<file path="src/rtl/modulo_sequencer.sv">
// Control FSM for the repeated-subtraction modulo datapath: sequences operand load,
// compare/subtract micro-steps and reports the quotient through its own iteration counter.
module modulo_sequencer #(
   parameter int          ALU_LAT  = 2,
   parameter logic [15:0] MAX_ITER = 16'hFFFF,
   parameter logic [2:0]  MODE_SUB = 3'd1,
   parameter logic [2:0]  MODE_LT  = 3'd2
) (
   input  logic        clk,
   input  logic        rst_i,
   input  logic        start_i,
   input  logic [15:0] Zahl1_i,
   input  logic [15:0] Zahl2_i,
   input  logic        dp_valid_i,
   output logic [2:0]  alu_mode_o,
   output logic        wren_update_Zahlen_o,
   output logic        wren_Zahl1_to_erg_o,
   output logic        wren_res_to_erg_o,
   output logic        wren_term_erg_o,
   output logic        erg_to_alu_a_o,
   output logic        Zahl2_to_alu_b_o,
   output logic        check_for_termination_o,
   output logic        busy_o,
   output logic        done_o,
   output logic        error_o,
   output logic [15:0] iter_o
);

   localparam int WW = $clog2(ALU_LAT + 2);
   localparam logic [WW-1:0] WAIT_LAST = WW'(ALU_LAT);

   typedef enum logic [2:0] {
      S_IDLE, S_LOAD, S_INIT, S_CMP, S_CHECK, S_SUB, S_DONE, S_ERR
   } state_t;

   state_t        state_q, state_d;
   logic [WW-1:0] wait_q, wait_d;
   logic [15:0]   iter_q, iter_d;
   logic          wait_last;
   logic          illegal_ops;

   assign wait_last   = (wait_q == WAIT_LAST);
   assign illegal_ops = (Zahl2_i == 16'd0) || Zahl2_i[15] || Zahl1_i[15];
   assign iter_o      = iter_q;
   assign busy_o      = (state_q != S_IDLE);

   // NOTE: state registers use non-blocking assignments so every flop samples pre-edge values.
   always_ff @(posedge clk) begin
      if (rst_i) begin
         state_q <= S_IDLE;
         wait_q  <= '0;
         iter_q  <= '0;
      end else begin
         state_q <= state_d;
         wait_q  <= wait_d;
         iter_q  <= iter_d;
      end
   end

   // NOTE: every output and next-state value gets a default first so no latch is inferred.
   always_comb begin
      state_d                 = state_q;
      wait_d                  = '0;
      iter_d                  = iter_q;
      alu_mode_o              = 3'd0;
      wren_update_Zahlen_o    = 1'b0;
      wren_Zahl1_to_erg_o     = 1'b0;
      wren_res_to_erg_o       = 1'b0;
      wren_term_erg_o         = 1'b0;
      erg_to_alu_a_o          = 1'b0;
      Zahl2_to_alu_b_o        = 1'b0;
      check_for_termination_o = 1'b0;
      done_o                  = 1'b0;
      error_o                 = 1'b0;

      case (state_q)
         S_IDLE: begin
            if (start_i) begin
               if (illegal_ops) begin
                  state_d = S_ERR;
               end else begin
                  state_d = S_LOAD;
                  iter_d  = '0;
               end
            end
         end
         S_LOAD: begin
            wren_update_Zahlen_o = 1'b1;
            state_d              = S_INIT;
         end
         S_INIT: begin
            wren_Zahl1_to_erg_o = 1'b1;
            state_d             = S_CMP;
         end
         S_CMP: begin
            erg_to_alu_a_o   = 1'b1;
            Zahl2_to_alu_b_o = 1'b1;
            alu_mode_o       = MODE_LT;
            if (wait_last) begin
               wren_term_erg_o = 1'b1;
               state_d         = S_CHECK;
            end else begin
               wait_d = wait_q + 1'b1;
            end
         end
         S_CHECK: begin
            check_for_termination_o = 1'b1;
            if (dp_valid_i)              state_d = S_DONE;
            else if (iter_q == MAX_ITER) state_d = S_ERR;
            else                         state_d = S_SUB;
         end
         S_SUB: begin
            erg_to_alu_a_o   = 1'b1;
            Zahl2_to_alu_b_o = 1'b1;
            alu_mode_o       = MODE_SUB;
            if (wait_last) begin
               wren_res_to_erg_o = 1'b1;
               iter_d            = iter_q + 16'd1;
               state_d           = S_CMP;
            end else begin
               wait_d = wait_q + 1'b1;
            end
         end
         S_DONE: begin
            done_o  = 1'b1;
            state_d = S_IDLE;
         end
         S_ERR: begin
            done_o  = 1'b1;
            error_o = 1'b1;
            state_d = S_IDLE;
         end
         default: state_d = S_IDLE;
      endcase
   end

endmodule

</file>
<file path="config.mk">
export PLATFORM = sky130hd
export DESIGN_NAME = modulo_sequencer
export DESIGN_NICKNAME = d
export VERILOG_FILES = /design/src/rtl/modulo_sequencer.sv
export SDC_FILE = /design/constraint.sdc
export NUM_CORES = 1
export LEC_CHECK = 0
export ABC_AREA = 1
export CORE_MARGIN = 2
export CORE_UTILIZATION = 35
export DETAILED_ROUTE_END_ITERATION = 6
export GPL_ROUTABILITY_DRIVEN = 0
export PLACE_DENSITY = 0.68
export SKIP_LAST_GASP = 1
export SLEW_MARGIN = 40
export SYNTH_ARGS = -nofsm -noshare
export SYNTH_HDL_FRONTEND = slang
export SYNTH_SLANG_ARGS = --single-unit
</file>
<file path="constraint.sdc">
create_clock -name clk -period 2.33 [get_ports clk]
set_input_delay 0.466 -clock clk [delete_from_list [all_inputs] [get_ports clk]]
set_output_delay 0.466 -clock clk [all_outputs]
set_load 0.01 [all_outputs]
</file>
======== After elaboration in Yosys (flattened, before gate mapping) ========
Cells that the tools add are included.
word-level totals
  bits in registers ....................... 21
  bits in latches ......................... 0
  memory bits (writable) .................. 0
  bits in read-only memories .............. 0
  input bits .............................. 36
  output and inout bits ................... 29
  logic and storage cells ................. 51
  memories kept ........................... 0
cells by class
  add/subtract/negate cells ............... 2
  multipliers ............................. 0
  divide/modulo/power cells ............... 0
  order comparisons ....................... 0
  equal/unequal tests ..................... 13
  shifts and indexed selects .............. 0
  mux-type cells .......................... 21
  bitwise logic cells ..................... 1
  reduce and logical (&&, ||, !) cells .... 11
operator list
  kind                   count
  $mux 16                3
  $pmux 16 s2            1
  $pmux 3 s7             1
  $add 16x1->16 const B  1
  $eq 16x16->1 const B   1
  $logic_not 16->1       1
  $eq 3x3->1 const B     4
  $mux 3                 4
  $mux 1                 9
  $ne 2x2->1 const B     4
  $eq 3x2->1 const B     2
  $mux 2                 2
  $pmux 2 s2             1
  $reduce_and 4->1       1
  $reduce_or 2->1        2
  $eq 3x1->1 const B     1
  $logic_not 3->1        1
  $reduce_and 3->1       1
  $reduce_bool 3->1      1
  $reduce_or 3->1        1
  $add 2x1->2 const B    1
  $eq 2x2->1 const B     1
  $logic_or 1x1->1       2
  $reduce_bool 2->1      1
  $not 1->1              1

======== Logic depth before layout (Yosys ltp) ========
Gate-level depths: netlist of the first run.
  depth in word-level cells ............... 6
  gate-level depth with buffers ........... 10
  depth with buffers taken out ............ 10

======== Worst setup path before layout of the first run ========
No wires, ideal clock.
  kind .................................... reg-to-reg
  start point ............................. reg iter_q[0] (netlist: iter_o[0])
  end point ............................... reg iter_q[12] (netlist: iter_o[12])
  setup time .............................. 111 ps
  arrival ................................. 1464 ps
  data required time ...................... 2219 ps
  slack ................................... 756 ps
  cell stages (with the launch flop) ...... 11
  buffers on the path ..................... 0
  clock period less this slack ............ 1574 ps
  path through ............................ dfxtp_1 ha_1 nand2_1 nor2_1 nand2_1 nor3_1 nand2_1 nand2_1 nand3_1 nand2_1 nor2_1
on the way
  cells in the longest elaborated chain, start to end .. 3
RTL lines
  item                    line  source
  from (decl)             38    logic [15:0] iter_q, iter_d;
  from (signal assigned)  56    iter_q <= iter_d;
  $add 16x1->16           118   iter_d = iter_q + 16'd1;
  $mux 16                 116   if (wait_last) begin
  $pmux 16 s2             76    case (state_q)
No other way between the ends. The select of a mux whose other input is x is not followed.
A chain may end at the register's enable or synchronous reset.

======== Worst setup path after layout of the first run ========
  start point ............................. reg state_q[2]
  end point ............................... out Zahl2_to_alu_b_o
on the way
  cells in the longest elaborated chain, start to end .. 3
RTL lines
  item                                      line  source
  from (decl)                               36    state_t state_q, state_d;
  from (signal assigned)                    54    state_q <= state_d;
  $eq 3x3->1 or $eq 3x2->1 (tied branches)  76
  $reduce_or 2->1 (no source line) (*)      n/a
  $mux 1 (*)                                76
  to (decl)                                 21    output logic Zahl2_to_alu_b_o,
Mark *: on every way between the ends. The rest lies on a longest branch, timed or not.

==> results.json, run 1 <==
{
  "grt_most_used_layer": "met2",
  "gr-usage-met1_pct": 21.2,
  "crit_path_start_kind": "flop",
  "finalCriticalPeriod_ns": 2.22,
  "synth-warning-count": 0,
  "cts.reportedPaths.clkPinSlew_ns": 0.08,
  "power_leakage_uw": 0.000842,
  "worst-r2r-cell-count": 10,
  "finalWirelength_um": 3840,
  "clock-root-buffer": "clkbuf_8",
  "ctsHtreeMaxLevel": 1,
  "critical_path.endpoint_type": "output port",
  "maxSlewViolCount": 0,
  "regToRegSetupSlack_ns": 0.55,
  "rows": 24,
  "total_die_area_um2": 4950,
  "met2_usage_grt_pct": 28.2,
  "core_area_um2": 4290,
  "routed_wire_per_std_cell_um": 10.5,
  "worstReg2RegEnd": "iter_o[12]$_SDFFE_PP0P_",
  "critPathRequiredTime_ns": 1.86,
  "ys_seq_elements": 21,
  "ant_nets": 0,
  "clock_tree.buffer_depth": 2,
  "place_hpwl_um": 2960,
  "final.setup.tns_ns": 0,
  "synth_cell_types": 26,
  "yosysTopAreaCellShare_pct": 27.3,
  "vias": 1712,
  "initial_core_util_pct": 35.9,
  "pin_count_of_the_biggest_net_entering_global_routing": 29,
  "mappedNetlistNets": 303,
  "numCtsBuffers": 3,
  "clock_insertion_delay_worst_skew_ns": 0.26,
  "post-place-ws_ns": 0.270,
  "clock.fmax_mhz": 450,
  "drt-vias-per-instance": 4.70,
  "final.setup_skew_ns": 0.00480,
  "setup_viol": 0,
  "min_path_cells": 1,
  "total_inserted_antenna_cells": 0,
  "die_width_um": 70.3,
  "rsz0062_at_grt": "no",
  "cap_violations": 0,
  "cp_max_fo": 6,
  "min_from": "wait_q[0]$_SDFF_PP0_",
  "synth.avg_cell_area_um2": 5.81,
  "final_net_count": 351,
  "postLayoutCellArea_um2": 2100,
  "clock_tree_from_tritoncts": "yes",
  "drcViolationCount": 0,
  "cts_num_sinks": 21,
  "r2r_start": "iter_o[0]$_SDFFE_PP0P_",
  "worst_ep_arrival_time_ns": 1.76,
  "drive_gt1_share_pct": 7.69,
  "run_status": "completed",
  "grt_use_total_pct": 16.4,
  "fin_util_pct": 49.0,
  "globalRouteOverflowTotal": 0,
  "grt_antenna_before_repair": 0,
  "numPortBuffers": 48,
  "dpl_cell_area_um2": 2060,
  "fin_ws_ns": 0.107,
  "wire_length_of_the_first_global_routing_pass_um": 6760,
  "die_y_um": 70.3,
  "firstDrtPassIters": 4,
  "cts_hold_repair.buffers": 0,
  "finalCritPeriodShare_pct": 95.4,
  "initialDrtViolationCount": 88,
  "design_power_total_uw": 1710,
  "synth_top_cells_by_area": "dfxtp_1 (27%), nand2_1 (17%), nor2_1 (13%)",
  "cts_setup_buffers": 0,
  "vias_in_the_first_global_route": 1587,
  "ioPinCount": 65,
  "path_class": "reg -> out",
  "min-delay-path-class": "reg -> reg",
  "post_synth_instance_area_um2": 1540,
  "cts_repair_resize_count": 0,
  "yosys.area.top_type": "dfxtp_1",
  "synth.yosys.seq_area_share_pct": 27.3,
  "syn_to_final_growth_pct": 36.6,
  "ir_worst_vdd_mv": 0.392,
  "powerDensity_nw_per_um2": 814,
  "finalHoldViolCount": 0,
  "hold_path_end": "wait_q[0]$_SDFF_PP0_",
  "gr-usage-met3_pct": 3.90,
  "synthCells": 265
}
==> layer usage <==
metal,up-vias,share of wire (%),wire length [µm]
met5,-,0,0
met4,0,0.50,19
met3,2,4.4,167
met2,32,46,1770
met1,755,49,1880
li1,923,-,-
==> critical path: stages (launching register included) <==
cell,delay [ns]
dfxtp_1,0.45
nand3_1,0.30
nand2_2,0.21
clkdlybuf4s50_1,0.55
==> worst max path at each step <==
stage	from	to	slack (ns)	cells after the start
after floorplan	iter_o[0]$_SDFFE_PP0P_	iter_o[12]$_SDFFE_PP0P_	0.76	10
after global placement	Zahl2_i[11]	iter_o[9]$_SDFFE_PP0P_	0.30	12
after detailed placement	Zahl2_i[11]	iter_o[11]$_SDFFE_PP0P_	0.27	12
after CTS	state_q[1]$_SDFFE_PP0P_	Zahl2_to_alu_b_o	0.11	4
after global routing	state_q[1]$_SDFFE_PP0P_	Zahl2_to_alu_b_o	0.01	4
final	state_q[2]$_SDFFE_PP0P_	Zahl2_to_alu_b_o	0.11	3
==> area by class of cell <==
type | instances | area (µm²)
fill | 461 | 2190
multi-input combinational | 203 | 930
timing repair buffer | 52 | 523
sequential | 21 | 420
inverter | 32 | 120
tap | 52 | 65.1
clock buffer | 3 | 41.3
clock inverter | 1 | 5.00
==> cells in the final DEF (no fill, tap or decap) <==
cell              n
inv_1            29
or2_2             3
clkdlybuf4s50_1  48
and2_1            1
nand3_1          33
nand3_2           2
nor2_1           54
inv_2             3
buf_12            1
o21bai_1          1
clkinv_2          1
o211ai_1          1
a31oi_1           1
ha_1              2
nand2_1          70
o21ai_0           5
conb_1            1
nor3_1            4
o21ai_4           1
nor2_2            1
a21oi_1          13
nand3b_1          3
nand2_4           1
dfxtp_1          21
nand4_1           1
buf_4             3
clkbuf_8          3
nand2_2           5
==> through the flow <==
stage                     instances  hold slack [ns]
after detailed placement        360            0.426
after CTS                       364            0.438
after global placement          360            0.402
final                           364            0.429
after floorplan                 265            0.392
after global routing            364            0.462
==> cell families (layout without fill, tap and decap cells) <==
group,after synthesis,after routing,share of synthesized area [%]
AOI/OAI and AO/OA,22,22,8.29
adders and majority gates,2,2,1.62
buffers and inverters,41,88,12.3
DFF,21,21,27.3
other,1,1,0.243
and+or+nand+nor,178,178,50.2
==> Yosys cell counts <==
cell type  instances
buf_2              2
nor3_1             4
o211ai_1           1
o21ai_4            1
nand3_2            2
a21oi_1           13
nand3_1           33
nand3b_1           3
nand2_4            1
inv_2              3
buf_6              2
o21bai_1           1
a31oi_1            1
o21ai_0            5
buf_4              5
inv_1             29
nor2_1            54
nor2_2             1
dfxtp_1           21
and2_1             1
nand2_1           70
nand2_2            5
ha_1               2
or2_2              3
conb_1             1
nand4_1            1
==> registers in the layout, indices dropped and copies added, names as in the netlist <==
name and count:
wait_q 2, state_q 3, iter_o 16
==> power breakdown <==
| group | total (µW) | switching [µW] | internal, µW |
|---|---|---|---|
| Sequential | 521 | 90.7 | 430 |
| Combinational | 951 | 532 | 419 |
| Clock | 242 | 123 | 119 |
Note: power is estimated with default switching activity, not from simulation.
==> run 2, diff against run 1 <==
--- a/config.mk
+++ b/config.mk
@@ -6,6 +6,7 @@
 export NUM_CORES = 1
 export LEC_CHECK = 0
 export ABC_AREA = 1
+export CORE_ASPECT_RATIO = 0.6
 export CORE_MARGIN = 2
 export CORE_UTILIZATION = 35
 export DETAILED_ROUTE_END_ITERATION = 6
==> run 2 against run 1 <==
Against the previous run:
- non-clock buffer count is 1 lower
- total power increased by 1.2%
- global-route usage up 0.20 points
- worst hold slack worse by 0.012 ns
- via count shrank 0.76%
- sequential power barely moved
- count of clock-buffer cells in the layout stayed put
- register-to-register slack worse by 0.08 ns
- die area increased by 0.36%
- sequential share of layout area about the same
- final area grew 0.12%
- core utilization increased by 1.6 points
- critical endpoint is now erg_to_alu_a_o
- largest cell class unchanged
- highest routed layer unchanged
==> results.json, run 2 (synthesis gave the netlist of run 1 again) <==
{
  "ctsHtreeMaxLevel": 1,
  "die_y_um": 55.4,
  "post-place-ws_ns": 0.278,
  "drcViolationCount": 0,
  "clock_tree_from_tritoncts": "yes",
  "clock-root-buffer": "clkbuf_8",
  "globalRouteOverflowTotal": 0,
  "layout_commonest_cell": "nand2_1",
  "largest_register_ffs": 16,
  "run_status": "completed",
  "cts_num_sinks": 21,
  "numPortBuffers": 48,
  "grt_antenna_before_repair": 0,
  "maxSlewViolCount": 0,
  "postLayoutCellArea_um2": 2110,
  "grt_use_total_pct": 16.6,
  "slowest_stage_cell_on_the_critical_path": "clkdlybuf4s50_1",
  "finalHoldViolCount": 0,
  "total_die_area_um2": 4960,
  "wire_length_of_the_first_global_routing_pass_um": 6680,
  "clock_insertion_delay_worst_skew_ns": 0.27,
  "numCtsBuffers": 3,
  "clock.fmax_mhz": 451,
  "ir_worst_vdd_mv": 0.340,
  "initial_core_util_pct": 37.0,
  "powerDensity_nw_per_um2": 823,
  "min-delay-path-class": "reg -> reg",
  "crit_path_start_kind": "flop",
  "ant_nets": 0,
  "vias_in_the_first_global_route": 1387,
  "initialDrtViolationCount": 115,
  "drt-vias-per-instance": 4.58,
  "core_area_um2": 4170,
  "cts_repair_resize_count": 0,
  "path_class": "reg -> out",
  "critPathMaxStageDelay_ns": 0.56,
  "worst_ep_arrival_time_ns": 1.75,
  "setup_viol": 0,
  "total_inserted_antenna_cells": 0,
  "power_leakage_uw": 0.000838,
  "final_cell_mix": "nand2_1 (70), nor2_1 (54), clkdlybuf4s50_1 (48), nand3_1 (33), inv_1 (29)",
  "syn_to_final_growth_pct": 36.8,
  "fin_ws_ns": 0.112,
  "cp_max_fo": 6,
  "routed_wire_per_std_cell_um": 11.0,
  "final.setup.tns_ns": 0,
  "ioPinCount": 65,
  "rsz0062_at_grt": "no",
  "critical_path.endpoint_type": "output port",
  "dpl_cell_area_um2": 2060,
  "fin_util_pct": 50.6,
  "relSlewSlack_pct": 63.0,
  "critPathRequiredTime_ns": 1.86,
  "finalCritPeriodShare_pct": 95.2,
  "rows": 18,
  "finalWirelength_um": 4080,
  "firstDrtPassIters": 4,
  "cts_setup_buffers": 0,
  "cts.reportedPaths.clkPinSlew_ns": 0.08,
  "pin_count_of_the_biggest_net_entering_global_routing": 29,
  "vias": 1699,
  "final.setup_skew_ns": 0.00451,
  "finalCriticalPeriod_ns": 2.22,
  "cap_violations": 0,
  "final_net_count": 350,
  "clock_tree.buffer_depth": 2,
  "actual_slew_at_the_worst_max_slew_pin_ns": 0.555,
  "drive_gt1_share_pct": 7.40,
  "cts_hold_repair.buffers": 0,
  "timing.critical_path.cells": "nand3_1, nand2_2, clkdlybuf4s50_1",
  "place_hpwl_um": 3070,
  "die_width_um": 89.6
}
-- run 2: path summary, 6_finish.rpt --
path,slack (ns),cells after the start,start,endpoint
setup / recovery,0.11,3,state_q[2]$_SDFFE_PP0P_,erg_to_alu_a_o
hold / removal,0.42,1,wait_q[0]$_SDFF_PP0_,wait_q[0]$_SDFF_PP0_
setup reg to reg,0.47,10,iter_o[0]$_SDFFE_PP0P_,iter_o[12]$_SDFFE_PP0P_
hold reg to reg,0.42,1,wait_q[0]$_SDFF_PP0_,wait_q[0]$_SDFF_PP0_
-- run 2: final cells by class --
type	count	area (µm²)
sequential	21	420
inverter	32	120
tap	60	75.1
timing repair buffer	51	515
fill	415	2060
clock buffer	3	41.3
multi-input combinational	203	930
clock inverter	1	5.00
-- run 2: power breakdown --
part | switching [µW] | internal, µW
Sequential | 94.2 | 430
Clock | 131 | 120
Combinational | 541 | 418
Total | 767 | 967
-- run 2: per-layer routing --
metal  track usage (%)  up-vias  wire, µm
li1                  -      920         -
met1              27.8      730      2290
met2              21.1       45      1500
met3              4.48        4       271
met4              1.92        0        18
met5                 0        -         0
-- run 2: through the flow --
stage               hold slack, ns  power [µW]  std cells
floorplan                    0.392        1170        265
global placement             0.402        1470        367
detailed placement           0.406        1490        367
CTS                          0.418        1730        371
global route                 0.452        1870        371
finish                       0.416        1730        371
-- run 2: worst max-delay path, delay by kind of cell, from the launching register on --
family | cells | cell delay, ns
AND/OR/NAND/NOR | 2 | 0.48
buffers and inverters | 1 | 0.56
flip-flops | 1 | 0.44
==> run 3, diff against run 2 <==
--- a/config.mk
+++ b/config.mk
@@ -6,6 +6,7 @@
 export NUM_CORES = 1
 export LEC_CHECK = 0
 export ABC_AREA = 1
+export CAP_MARGIN = 25
 export CORE_ASPECT_RATIO = 0.6
 export CORE_MARGIN = 2
 export CORE_UTILIZATION = 35
@@ -13,7 +14,7 @@
 export GPL_ROUTABILITY_DRIVEN = 0
 export PLACE_DENSITY = 0.68
 export SKIP_LAST_GASP = 1
-export SLEW_MARGIN = 40
+export SLEW_MARGIN = 30
 export SYNTH_ARGS = -nofsm -noshare
 export SYNTH_HDL_FRONTEND = slang
 export SYNTH_SLANG_ARGS = --single-unit
==> results of run 3 <==
Same layout as run 2: the final DEF is identical, and so are final timing and power.
